$ cat src/rtl/cva6_pma_region_table_if.sv
// Lookup channel of the PMA region table: request (address) and registered
// response (hit / matching index / attributes) with valid/ready on both sides.
interface cva6_pma_region_table_if #(
    parameter int unsigned AddrWidth = 64,
    parameter int unsigned IdxW      = 3
);
    logic                 req_valid;
    logic                 req_ready;
    logic [AddrWidth-1:0] req_addr;
    logic                 rsp_valid;
    logic                 rsp_ready;
    logic                 rsp_hit;
    logic [IdxW-1:0]      rsp_idx;
    logic [2:0]           rsp_attr;

    modport slave (
        input  req_valid, req_addr, rsp_ready,
        output req_ready, rsp_valid, rsp_hit, rsp_idx, rsp_attr
    );

    modport master (
        output req_valid, req_addr, rsp_ready,
        input  req_ready, rsp_valid, rsp_hit, rsp_idx, rsp_attr
    );
endinterface

$ cat src/rtl/cva6_pma_region_table.sv
// Runtime-programmable physical-memory-attribute table: reset-loaded {base,len,attr,lock}
// entries, a config write port, and one registered address lookup per cycle.
module cva6_pma_region_table #(
    parameter int unsigned                   NrRules     = 8,
    parameter int unsigned                   AddrWidth   = 64,
    parameter logic [NrRules*AddrWidth-1:0]  RstBase     = (NrRules*AddrWidth)'(64'h0000_0000_8000_0000),
    parameter logic [NrRules*AddrWidth-1:0]  RstLen      = (NrRules*AddrWidth)'(64'h0000_0000_4000_0000),
    parameter logic [NrRules*3-1:0]          RstAttr     = (NrRules*3)'(3'b011),
    parameter logic [2:0]                    DefaultAttr = 3'b100,
    localparam int unsigned                  IdxW        = (NrRules > 1) ? $clog2(NrRules) : 1
) (
    input  logic                 clk_i,
    input  logic                 rst_ni,
    input  logic                 cfg_we_i,
    input  logic [IdxW-1:0]      cfg_idx_i,
    input  logic [AddrWidth-1:0] cfg_base_i,
    input  logic [AddrWidth-1:0] cfg_len_i,
    input  logic [2:0]           cfg_attr_i,
    input  logic                 cfg_lock_i,
    output logic                 cfg_err_o,
    cva6_pma_region_table_if.slave lkp
);

    logic [AddrWidth-1:0] base_q [NrRules];
    logic [AddrWidth-1:0] len_q  [NrRules];
    logic [2:0]           attr_q [NrRules];
    logic [NrRules-1:0]   lock_q;
    logic                 cfg_err_q;

    logic                 wr_ok_s;
    logic [NrRules-1:0]   match_s;
    logic                 hit_s;
    logic [IdxW-1:0]      idx_s;
    logic [2:0]           attr_s;
    logic                 accept_s;

    logic                 rsp_valid_q, rsp_valid_d;
    logic                 rsp_hit_q,   rsp_hit_d;
    logic [IdxW-1:0]      rsp_idx_q,   rsp_idx_d;
    logic [2:0]           rsp_attr_q,  rsp_attr_d;

    // Config write is accepted only for an in-range, unlocked entry
    always_comb begin
        wr_ok_s = 1'b0;
        if (cfg_we_i && (32'(cfg_idx_i) < NrRules)) begin
            wr_ok_s = ~lock_q[cfg_idx_i];
        end else begin
            wr_ok_s = 1'b0;
        end
    end

    // Table storage; locks are sticky until reset
    always_ff @(posedge clk_i or negedge rst_ni) begin
        if (!rst_ni) begin
            for (int i = 0; i < int'(NrRules); i++) begin
                base_q[i] <= RstBase[i*AddrWidth +: AddrWidth];
                len_q[i]  <= RstLen[i*AddrWidth +: AddrWidth];
                attr_q[i] <= RstAttr[i*3 +: 3];
            end
            lock_q <= '0;
        end else if (wr_ok_s) begin
            base_q[cfg_idx_i] <= cfg_base_i;
            len_q[cfg_idx_i]  <= cfg_len_i;
            attr_q[cfg_idx_i] <= cfg_attr_i;
            lock_q[cfg_idx_i] <= lock_q[cfg_idx_i] | cfg_lock_i;
        end
    end

    // Rejection flag, a single-cycle pulse after the offending write
    always_ff @(posedge clk_i or negedge rst_ni) begin
        if (!rst_ni) begin
            cfg_err_q <= 1'b0;
        end else begin
            cfg_err_q <= cfg_we_i & ~wr_ok_s;
        end
    end

    // Offset compare (addr-base < len) avoids base+len overflow at the top of the space
    always_comb begin
        match_s = '0;
        for (int i = 0; i < int'(NrRules); i++) begin
            match_s[i] = (len_q[i] != '0) && (lkp.req_addr >= base_q[i]) &&
                         ((lkp.req_addr - base_q[i]) < len_q[i]);
        end
    end

    // Lowest matching index wins: scan downwards so lower entries overwrite higher ones
    always_comb begin
        hit_s  = 1'b0;
        idx_s  = '0;
        attr_s = DefaultAttr;
        for (int i = int'(NrRules) - 1; i >= 0; i--) begin
            hit_s  = match_s[i] ? 1'b1       : hit_s;
            idx_s  = match_s[i] ? IdxW'(i)   : idx_s;
            attr_s = match_s[i] ? attr_q[i]  : attr_s;
        end
    end

    assign lkp.req_ready = ~rsp_valid_q | lkp.rsp_ready;
    assign accept_s      = lkp.req_valid & lkp.req_ready;

    // Response next state: load on accept, drop after consumption, otherwise hold
    always_comb begin
        rsp_valid_d = rsp_valid_q;
        rsp_hit_d   = rsp_hit_q;
        rsp_idx_d   = rsp_idx_q;
        rsp_attr_d  = rsp_attr_q;
        if (accept_s) begin
            rsp_valid_d = 1'b1;
            rsp_hit_d   = hit_s;
            rsp_idx_d   = idx_s;
            rsp_attr_d  = attr_s;
        end else if (lkp.rsp_ready) begin
            rsp_valid_d = 1'b0;
        end else begin
            rsp_valid_d = rsp_valid_q;
        end
    end

    // Response registers
    always_ff @(posedge clk_i or negedge rst_ni) begin
        if (!rst_ni) begin
            rsp_valid_q <= 1'b0;
            rsp_hit_q   <= 1'b0;
            rsp_idx_q   <= '0;
            rsp_attr_q  <= DefaultAttr;
        end else begin
            rsp_valid_q <= rsp_valid_d;
            rsp_hit_q   <= rsp_hit_d;
            rsp_idx_q   <= rsp_idx_d;
            rsp_attr_q  <= rsp_attr_d;
        end
    end

    assign lkp.rsp_valid = rsp_valid_q;
    assign lkp.rsp_hit   = rsp_hit_q;
    assign lkp.rsp_idx   = rsp_idx_q;
    assign lkp.rsp_attr  = rsp_attr_q;
    assign cfg_err_o     = cfg_err_q;

endmodule

$ cat src/flat_wrapper.sv
// flat-port wrapper written by rule: the top's interface ports become plain ports
module cva6_pma_region_table_flat 
#(
    parameter int unsigned                   NrRules     = 8,
    parameter int unsigned                   AddrWidth   = 64,
    parameter logic [NrRules*AddrWidth-1:0]  RstBase     = (NrRules*AddrWidth)'(64'h0000_0000_8000_0000),
    parameter logic [NrRules*AddrWidth-1:0]  RstLen      = (NrRules*AddrWidth)'(64'h0000_0000_4000_0000),
    parameter logic [NrRules*3-1:0]          RstAttr     = (NrRules*3)'(3'b011),
    parameter logic [2:0]                    DefaultAttr = 3'b100,
    localparam int unsigned                  IdxW        = (NrRules > 1) ? $clog2(NrRules) : 1
)
  (clk_i, rst_ni, cfg_we_i, cfg_idx_i, cfg_base_i, cfg_len_i, cfg_attr_i, cfg_lock_i, cfg_err_o, lkp_req_valid, lkp_req_addr, lkp_rsp_ready, lkp_req_ready, lkp_rsp_valid, lkp_rsp_hit, lkp_rsp_idx, lkp_rsp_attr);
  cva6_pma_region_table_if #(.AddrWidth(AddrWidth), .IdxW((3))) lkp_i ();
  input  logic clk_i;
  input  logic rst_ni;
  input  logic cfg_we_i;
  input  logic [IdxW-1:0] cfg_idx_i;
  input  logic [AddrWidth-1:0] cfg_base_i;
  input  logic [AddrWidth-1:0] cfg_len_i;
  input  logic [2:0] cfg_attr_i;
  input  logic cfg_lock_i;
  output logic cfg_err_o;
  input wire logic [$bits(lkp_i.req_valid)-1:0] lkp_req_valid;
  input wire logic [$bits(lkp_i.req_addr)-1:0] lkp_req_addr;
  input wire logic [$bits(lkp_i.rsp_ready)-1:0] lkp_rsp_ready;
  output wire logic [$bits(lkp_i.req_ready)-1:0] lkp_req_ready;
  output wire logic [$bits(lkp_i.rsp_valid)-1:0] lkp_rsp_valid;
  output wire logic [$bits(lkp_i.rsp_hit)-1:0] lkp_rsp_hit;
  output wire logic [$bits(lkp_i.rsp_idx)-1:0] lkp_rsp_idx;
  output wire logic [$bits(lkp_i.rsp_attr)-1:0] lkp_rsp_attr;
  assign lkp_i.req_valid = lkp_req_valid;
  assign lkp_i.req_addr = lkp_req_addr;
  assign lkp_i.rsp_ready = lkp_rsp_ready;
  assign lkp_req_ready = lkp_i.req_ready;
  assign lkp_rsp_valid = lkp_i.rsp_valid;
  assign lkp_rsp_hit = lkp_i.rsp_hit;
  assign lkp_rsp_idx = lkp_i.rsp_idx;
  assign lkp_rsp_attr = lkp_i.rsp_attr;
  cva6_pma_region_table #(.NrRules(NrRules), .AddrWidth(AddrWidth), .RstBase(RstBase), .RstLen(RstLen), .RstAttr(RstAttr), .DefaultAttr(DefaultAttr)) u_core (.clk_i(clk_i), .rst_ni(rst_ni), .cfg_we_i(cfg_we_i), .cfg_idx_i(cfg_idx_i), .cfg_base_i(cfg_base_i), .cfg_len_i(cfg_len_i), .cfg_attr_i(cfg_attr_i), .cfg_lock_i(cfg_lock_i), .cfg_err_o(cfg_err_o), .lkp(lkp_i));
endmodule
$ cat config.mk
export PLATFORM = sky130hd
export DESIGN_NAME = cva6_pma_region_table_flat
export DESIGN_NICKNAME = d
export VERILOG_FILES = /design/src/rtl/cva6_pma_region_table_if.sv /design/src/rtl/cva6_pma_region_table.sv /design/src/flat_wrapper.sv
export SDC_FILE = /design/constraint.sdc
export NUM_CORES = 2
export LEC_CHECK = 0
export CAP_MARGIN = 0
export CORE_UTILIZATION = 55
export CTS_CLUSTER_SIZE = 28
export DETAILED_ROUTE_END_ITERATION = 8
export GPL_TIMING_DRIVEN = 0
export PLACE_DENSITY = 0.72
export REMOVE_ABC_BUFFERS = 1
export SYNTH_ARGS = -nofsm -noshare
export SYNTH_HDL_FRONTEND = slang
export SYNTH_SLANG_ARGS = --single-unit
$ cat constraint.sdc
create_clock -name clk_i -period 6.4 [get_ports clk_i]
set_input_delay 0.64 -clock clk_i [delete_from_list [all_inputs] [get_ports clk_i]]
set_output_delay 0.64 -clock clk_i [all_outputs]
set_load 0.005 [all_outputs]
Word-level counts from Yosys, hierarchy flattened
Cells that the tools add are included.

Bits of input ports: 204. Output and inout port bits: 10. Register bits after elaboration: 1065. Logic and storage cells: 132.

Reductions and logical operators: 27. Magnitude comparators: 20. Bitwise gates (word level): 8. $add $sub $neg: 8. Multiplexer cells: 39.

Operator list (number): bitwise mux 512 bit (2); greater-or-equal comparator 64 bit (8); less-than comparator 64 bit (8); nonzero test 64 bit (8); subtractor 64 bit (8); demux 64 bit (select 3 bit) (1); two-way mux 64 bit (1); two-way mux 3 bit (17); bitwise mux 24 bit (1); logical AND 1 bit (18); two-way mux 1 bit (13); demux 3 bit (select 3 bit) (1); bitwise mux 8 bit (1); greater-or-equal comparator 4 bit, second input constant (1); less-than comparator 3 x 4 -> 1 bit, second input constant (1); less-than comparator 4 x 1 -> 1 bit, second input constant (1); NOT 3 -> 4 bit (1); binary-select mux 1 bit (select 3 bit) (1); demux 1 bit (select 3 bit) (1); greater-or-equal comparator 3 x 1 -> 1 bit, second input constant (1); NOT 1 bit (3); AND 1 bit (2); OR 1 bit (2); nonzero test 2 bit (1).

Depth between registers and ports, before layout
Word-level depth: 11. Mapped depth: 29. Depth with buffers taken out: 29.

Worst setup path after synthesis
OpenSTA, ideal clock, no wires.

Kind: input to register. Start point: in lkp_req_addr[0]. End point: reg u_core.rsp_attr_q[0], in the netlist u_core.lkp.rsp_attr[0]. Setup time: 96 ps. Arrival time: 6140 ps. Data required time: 6304 ps. Slack: 164 ps. Cell stages on the path: 29. Buffers on the path: 0. Cells stage by stage: inv_1 -> ha_1 -> inv_1 -> fa_1 -> a211oi_1 -> o21bai_1 -> a2111oi_4 -> nor2_1 -> a311oi_2 -> o21a_2 -> a31oi_2 -> a31oi_4 -> o31ai_1 -> nand2_1 -> nand2_1 -> xor2_1 -> ha_1 -> nand2_1 -> o21ai_1 -> a2111oi_0 -> and4b_1 -> a31oi_1 -> or4_1 -> a31oi_1 -> o21ai_1 -> o2bb2a_1 -> o21ai_1 -> o22ai_1 -> o31ai_1.

Word-level cells in the longest chain between the ends: 11. Elaborated cells on any way between the ends: 48. Classes of those cells: add/sub: 8; order compare: 16; mux: 8; reduce/logical: 16.

Ends and longest elaborated chain: start, declared (line flat_wrapper.sv:24) `input wire logic [$bits(lkp_i.req_addr)-1:0] lkp_req_addr;`; subtractor 64 bit or greater-or-equal comparator 64 bit (tied branches) (line cva6_pma_region_table.sv:83, cva6_pma_region_table.sv:82); less-than comparator 64 bit or logical AND 1 bit (tied branches) (line cva6_pma_region_table.sv:83, cva6_pma_region_table.sv:82); logical AND 1 bit (line cva6_pma_region_table.sv:82) `match_s[i] = (len_q[i] != '0) && (lkp.req_addr >= base_q[i]) &&`; two-way mux 3 bit (7 in series) (line cva6_pma_region_table.sv:95) `attr_s = match_s[i] ? attr_q[i] : attr_s;`; two-way mux 3 bit * (line cva6_pma_region_table.sv:95); end signal, assigned (line cva6_pma_region_table.sv:126) `rsp_attr_q <= DefaultAttr;`; end signal, assigned (line cva6_pma_region_table.sv:131) `rsp_attr_q <= rsp_attr_d;`; end, declared (line cva6_pma_region_table.sv:40) `logic [2:0] rsp_attr_q, rsp_attr_d;`.

Every way passes the cells marked *; elsewhere a longest branch is shown, timed or not. A chain may end at the register's enable or synchronous reset.

Worst setup path after layout
Start point: reg u_core.base_q[71] (netlist bit). End point: reg u_core.rsp_attr_q[1], in the netlist u_core.lkp.rsp_attr[1].

Word-level cells in the longest chain between the ends: 10. Elaborated cells on any way between the ends: 12. Classes of those cells: add/sub: 1; order compare: 2; mux: 7; reduce/logical: 2.

Ends and longest elaborated chain: start, declared (line cva6_pma_region_table.sv:24) `logic [AddrWidth-1:0] base_q [NrRules];`; start signal, assigned by index (line cva6_pma_region_table.sv:56) `base_q[i] <= RstBase[i*AddrWidth +: AddrWidth];`; start signal, assigned by index (line cva6_pma_region_table.sv:62) `base_q[cfg_idx_i] <= cfg_base_i;`; subtractor 64 bit or greater-or-equal comparator 64 bit (tied branches) (line cva6_pma_region_table.sv:83, cva6_pma_region_table.sv:82); less-than comparator 64 bit or logical AND 1 bit (tied branches) (line cva6_pma_region_table.sv:83, cva6_pma_region_table.sv:82); logical AND 1 bit * (line cva6_pma_region_table.sv:82); two-way mux 3 bit * (7 in series) (line cva6_pma_region_table.sv:95).

Marked as above.

==> impl_metrics.py <==
metrics = {
    "run_status": {
        "status": "finished, violations left",
        "violations": "capacitance limit, slew limit, setup timing",
    },
    "floorplan": {
        "io_pins": 214,
        "initial_core_util_pct": 55.6,
        "core_um2": 146000,
        "die_height_um": 387,
        "fp-row-count": 140,
        "die_area_um2": 150000,
        "die_x_um": 387,
    },
    "synthesis": {
        "netlist_area_um2": 81400,
        "yosys_warnings": 0,
        "ys_seq_area_share_pct": 32.8,
        "ys_types": 109,
        "synth_cells": 9388,
        "avgSynthCellArea_um2": 8.67,
        "async_reset_ff_share_pct": 100,
        "synthFlopType": "dfrtp_1",
        "synth_edf_count": 0,
        "ys_ff_latch": 1065,
    },
    "final_layout": {
        "layout.nets": 10900,
        "fin_area_um2": 94000,
        "fillers": 12500,
        "multi_input_comb_area_um2": 51600,
        "drive_gt1_share_pct": 12.8,
        "syn_to_final_growth_pct": 15.5,
        "final_cell_mix": "inv_1, dfrtp_1, ha_1",
        "regArea_um2": 26700,
        "layout_commonest_cell": "inv_1",
    },
    "clock_network": {
        "clock_sinks": 1065,
        "cts_buffer_depth": 3,
        "cts-root-buf": "clkbuf_16",
        "insertion_delay_ns": 0.80,
        "cts_buffers": 136,
        "clk_pin_slew_ns": 0.06,
        "cts_tree": "built",
        "h-tree-depth": 4,
    },
    "placement": {
        "port_buffers": 213,
        "gp_congestion": 1.05,
        "place_worst_setup_slack_ns": -4.49,
        "place_hpwl_um": 252000,
        "placedInstanceArea_um2": 86100,
    },
    "sta": {
        "drv_slew": 2,
        "max_clock_freq_mhz": 146,
        "worstMarginPinSlew_ns": 1.50,
        "rsz0062_at_grt": "yes",
        "holdWs_ns": 0.456,
        "final.setup.worst_slack_ns": -0.455,
        "finalSetupViolCount": 7,
        "relSlewSlack_pct": -0.816,
        "fin_crit_ns": 6.86,
        "hold_viol_final": 0,
        "skew_ns": 0.0322,
        "period_share_pct": 107,
    },
    "setup_path": {
        "cp-end-kind": "register",
        "required_ns": 7.10,
        "max_stage_delay_ns": 0.57,
        "cp_common_cell": "o211ai_1",
        "setup.worst_path.class": "reg2reg",
        "worstSetupStartpointType": "register",
        "crit_fanout": 5,
        "critPathArrivalTime_ns": 7.56,
        "critPathSlowestCell": "o211ai_1",
    },
    "drt": {
        "dr.pass1.iters": 9,
        "drc": 0,
        "drt_iter0_markers": 8527,
        "wl_per_cell_um": 28.2,
        "vias_per_cell": 6.37,
        "routed-via-count": 74500,
        "postRouteAntennaNets": 0,
        "drt_wl_total_um": 330000,
    },
    "global_route": {
        "grt_pass1_wl_um": 471000,
        "gr-total-overflow": 0,
        "grt_pass1_vias": 70200,
        "grt_max_degree": 170,
        "grtUsageTotal_pct": 43.2,
        "antenna_found_initial": 25,
    },
    "power": {
        "cellLeakagePower_nw": 44.2,
        "p_per_area_nw_per_um2": 483,
        "ir_worst_vdd_mv": 0.308,
    },
    "min_path": {
        "hold_path.class": "in2async",
    },
    "run": {
        "drv_cap": 3,
    },
}
[layout make-up]
cell class	instances	share of cell area, %
diodes	4	0.0107
clock buffers	195	4.24
clock inverters	42	0.555
inverters	1162	4.65
multi-input cells	6869	54.9
flip-flops and latches	1065	28.4
well taps	1917	2.55
repair buffers	432	4.78
[cell usage after synthesis, types with 10 or more instances]
cell type  count  area, µm²
a21boi_1      11       82.6
a211oi_1      65        488
and2_1        21        131
nor2_1       302       1130
o21a_1        88        661
a21boi_0      23        173
a221oi_1      22        193
mux2_2       416       4680
xor2_1       162       1420
o21ai_0      912       4560
xnor2_1      300       2630
or3_1         17        106
a211o_1       11       96.3
nor4_1       171       1070
nand2_1      964       3620
a31oi_1       49        307
o31ai_1       41        308
a41oi_1       10       87.6
nor3b_1       10       75.1
a21o_1       453       3400
a31o_2        15        131
dfrtp_1     1060      26500
nand3_1      127        636
o211ai_1      39        293
buf_1         31        116
a21oi_1      659       3300
nor3_1        88        440
ha_1        1016      12700
or4_1         16        120
and3_1        66        413
nand4_1      220       1380
nor2b_1       81        507
inv_1       1161       4360
o21ai_1       61        305
o21bai_1     105        788
or2_2         13       81.3
a221o_1       10        100
a2111oi_0     17        149
nand2b_1      79        494
and4_1        26        228
clkbuf_1     249        935
[final timing paths]
kind / start / to / slack (ns) / depth (start not counted)
setup reg to reg: u_core.base_q[71] / u_core.lkp.rsp_attr[1] / -0.46 / 28
max in group asynchronous: rst_ni / u_core.len_q[383] / 3.29 / 5
hold reg to reg: u_core.lock_q[5] / u_core.lock_q[5] / 0.46 / 1
min in group clk_i: u_core.lock_q[5] / u_core.lock_q[5] / 0.46 / 1
hold / removal: rst_ni / u_core.base_q[343] / 0.46 / 2
setup / recovery: u_core.base_q[71] / u_core.lkp.rsp_attr[1] / -0.46 / 28
[cells by family (layout without fill, tap and decap cells)]
family / Yosys count / count (layout) / share of synthesized area [%]
mux: 419 / 419 / 5.79
compound gates: 2734 / 2734 / 20.8
fa+ha+maj: 1024 / 1024 / 15.8
buf+inv: 1454 / 1831 / 6.74
flops: 1065 / 1065 / 32.8
other cells: 0 / 4 / 0
xor+xnor: 462 / 462 / 4.97
simple gates: 2230 / 2230 / 13.1
[critical path, delay by kind of cell, from the launching register on]
kind	cells	cell delay (ns)
AO/OA/AOI/OAI	18	4.02
flip-flops	1	0.35
AND/OR/NAND/NOR	5	1.36
adder cells (fa/ha/maj)	2	0.60
XOR/XNOR	1	0.13
buffers and inverters	2	0.27
[state kept, by name, indices dropped and copies added (netlist names)]
register	cells
u_core.lkp.rsp_idx	3
u_core.lock_q	8
u_core.base_q	512
u_core.lkp.rsp_valid	1
u_core.cfg_err_o	1
u_core.attr_q	24
u_core.lkp.rsp_hit	1
u_core.len_q	512
u_core.lkp.rsp_attr	3
[routing by layer]
layer  vias to the layer above  wire, µm  global-route usage, %
met4                        10     20900                   23.1
met3                       716     40800                   12.2
met2                      3523    133000                   61.1
met1                     36500    135000                   59.4
li1                      33700         -                      -
met5                         -        58                      0
[report_power, final]
part	internal, mW	total [mW]	switching [mW]
clock network	4.71	7.92	3.20
logic	10.9	26.9	16.0
registers	8.97	10.6	1.63
[through the flow]
step | utilization, % | power (mW) | setup TNS (ns) | cells
floorplan | - | 27.0 | -3190.94 | 9096
global placement | 58.0 | 34.2 | - | 11200
detailed placement | 58.9 | 34.6 | -30.75 | 11300
global route | 64.2 | 48.2 | -2.35 | 11700
CTS | 63.5 | 43.9 | -0.857 | 11600
finish | 64.3 | 45.4 | -1.86 | 11700
[repair_timing]
action                                  in CTS  in global routing
endpoints found under the hold margin      149                  0
resized for setup                          389                155
buffers inserted                            82                 44
hold buffers                                 1                  0
gates cloned                                 0                  1
endpoints found under the setup margin       7                  7
pin swaps                                  113                 85
No activity file was read; power rests on OpenSTA's default activity.
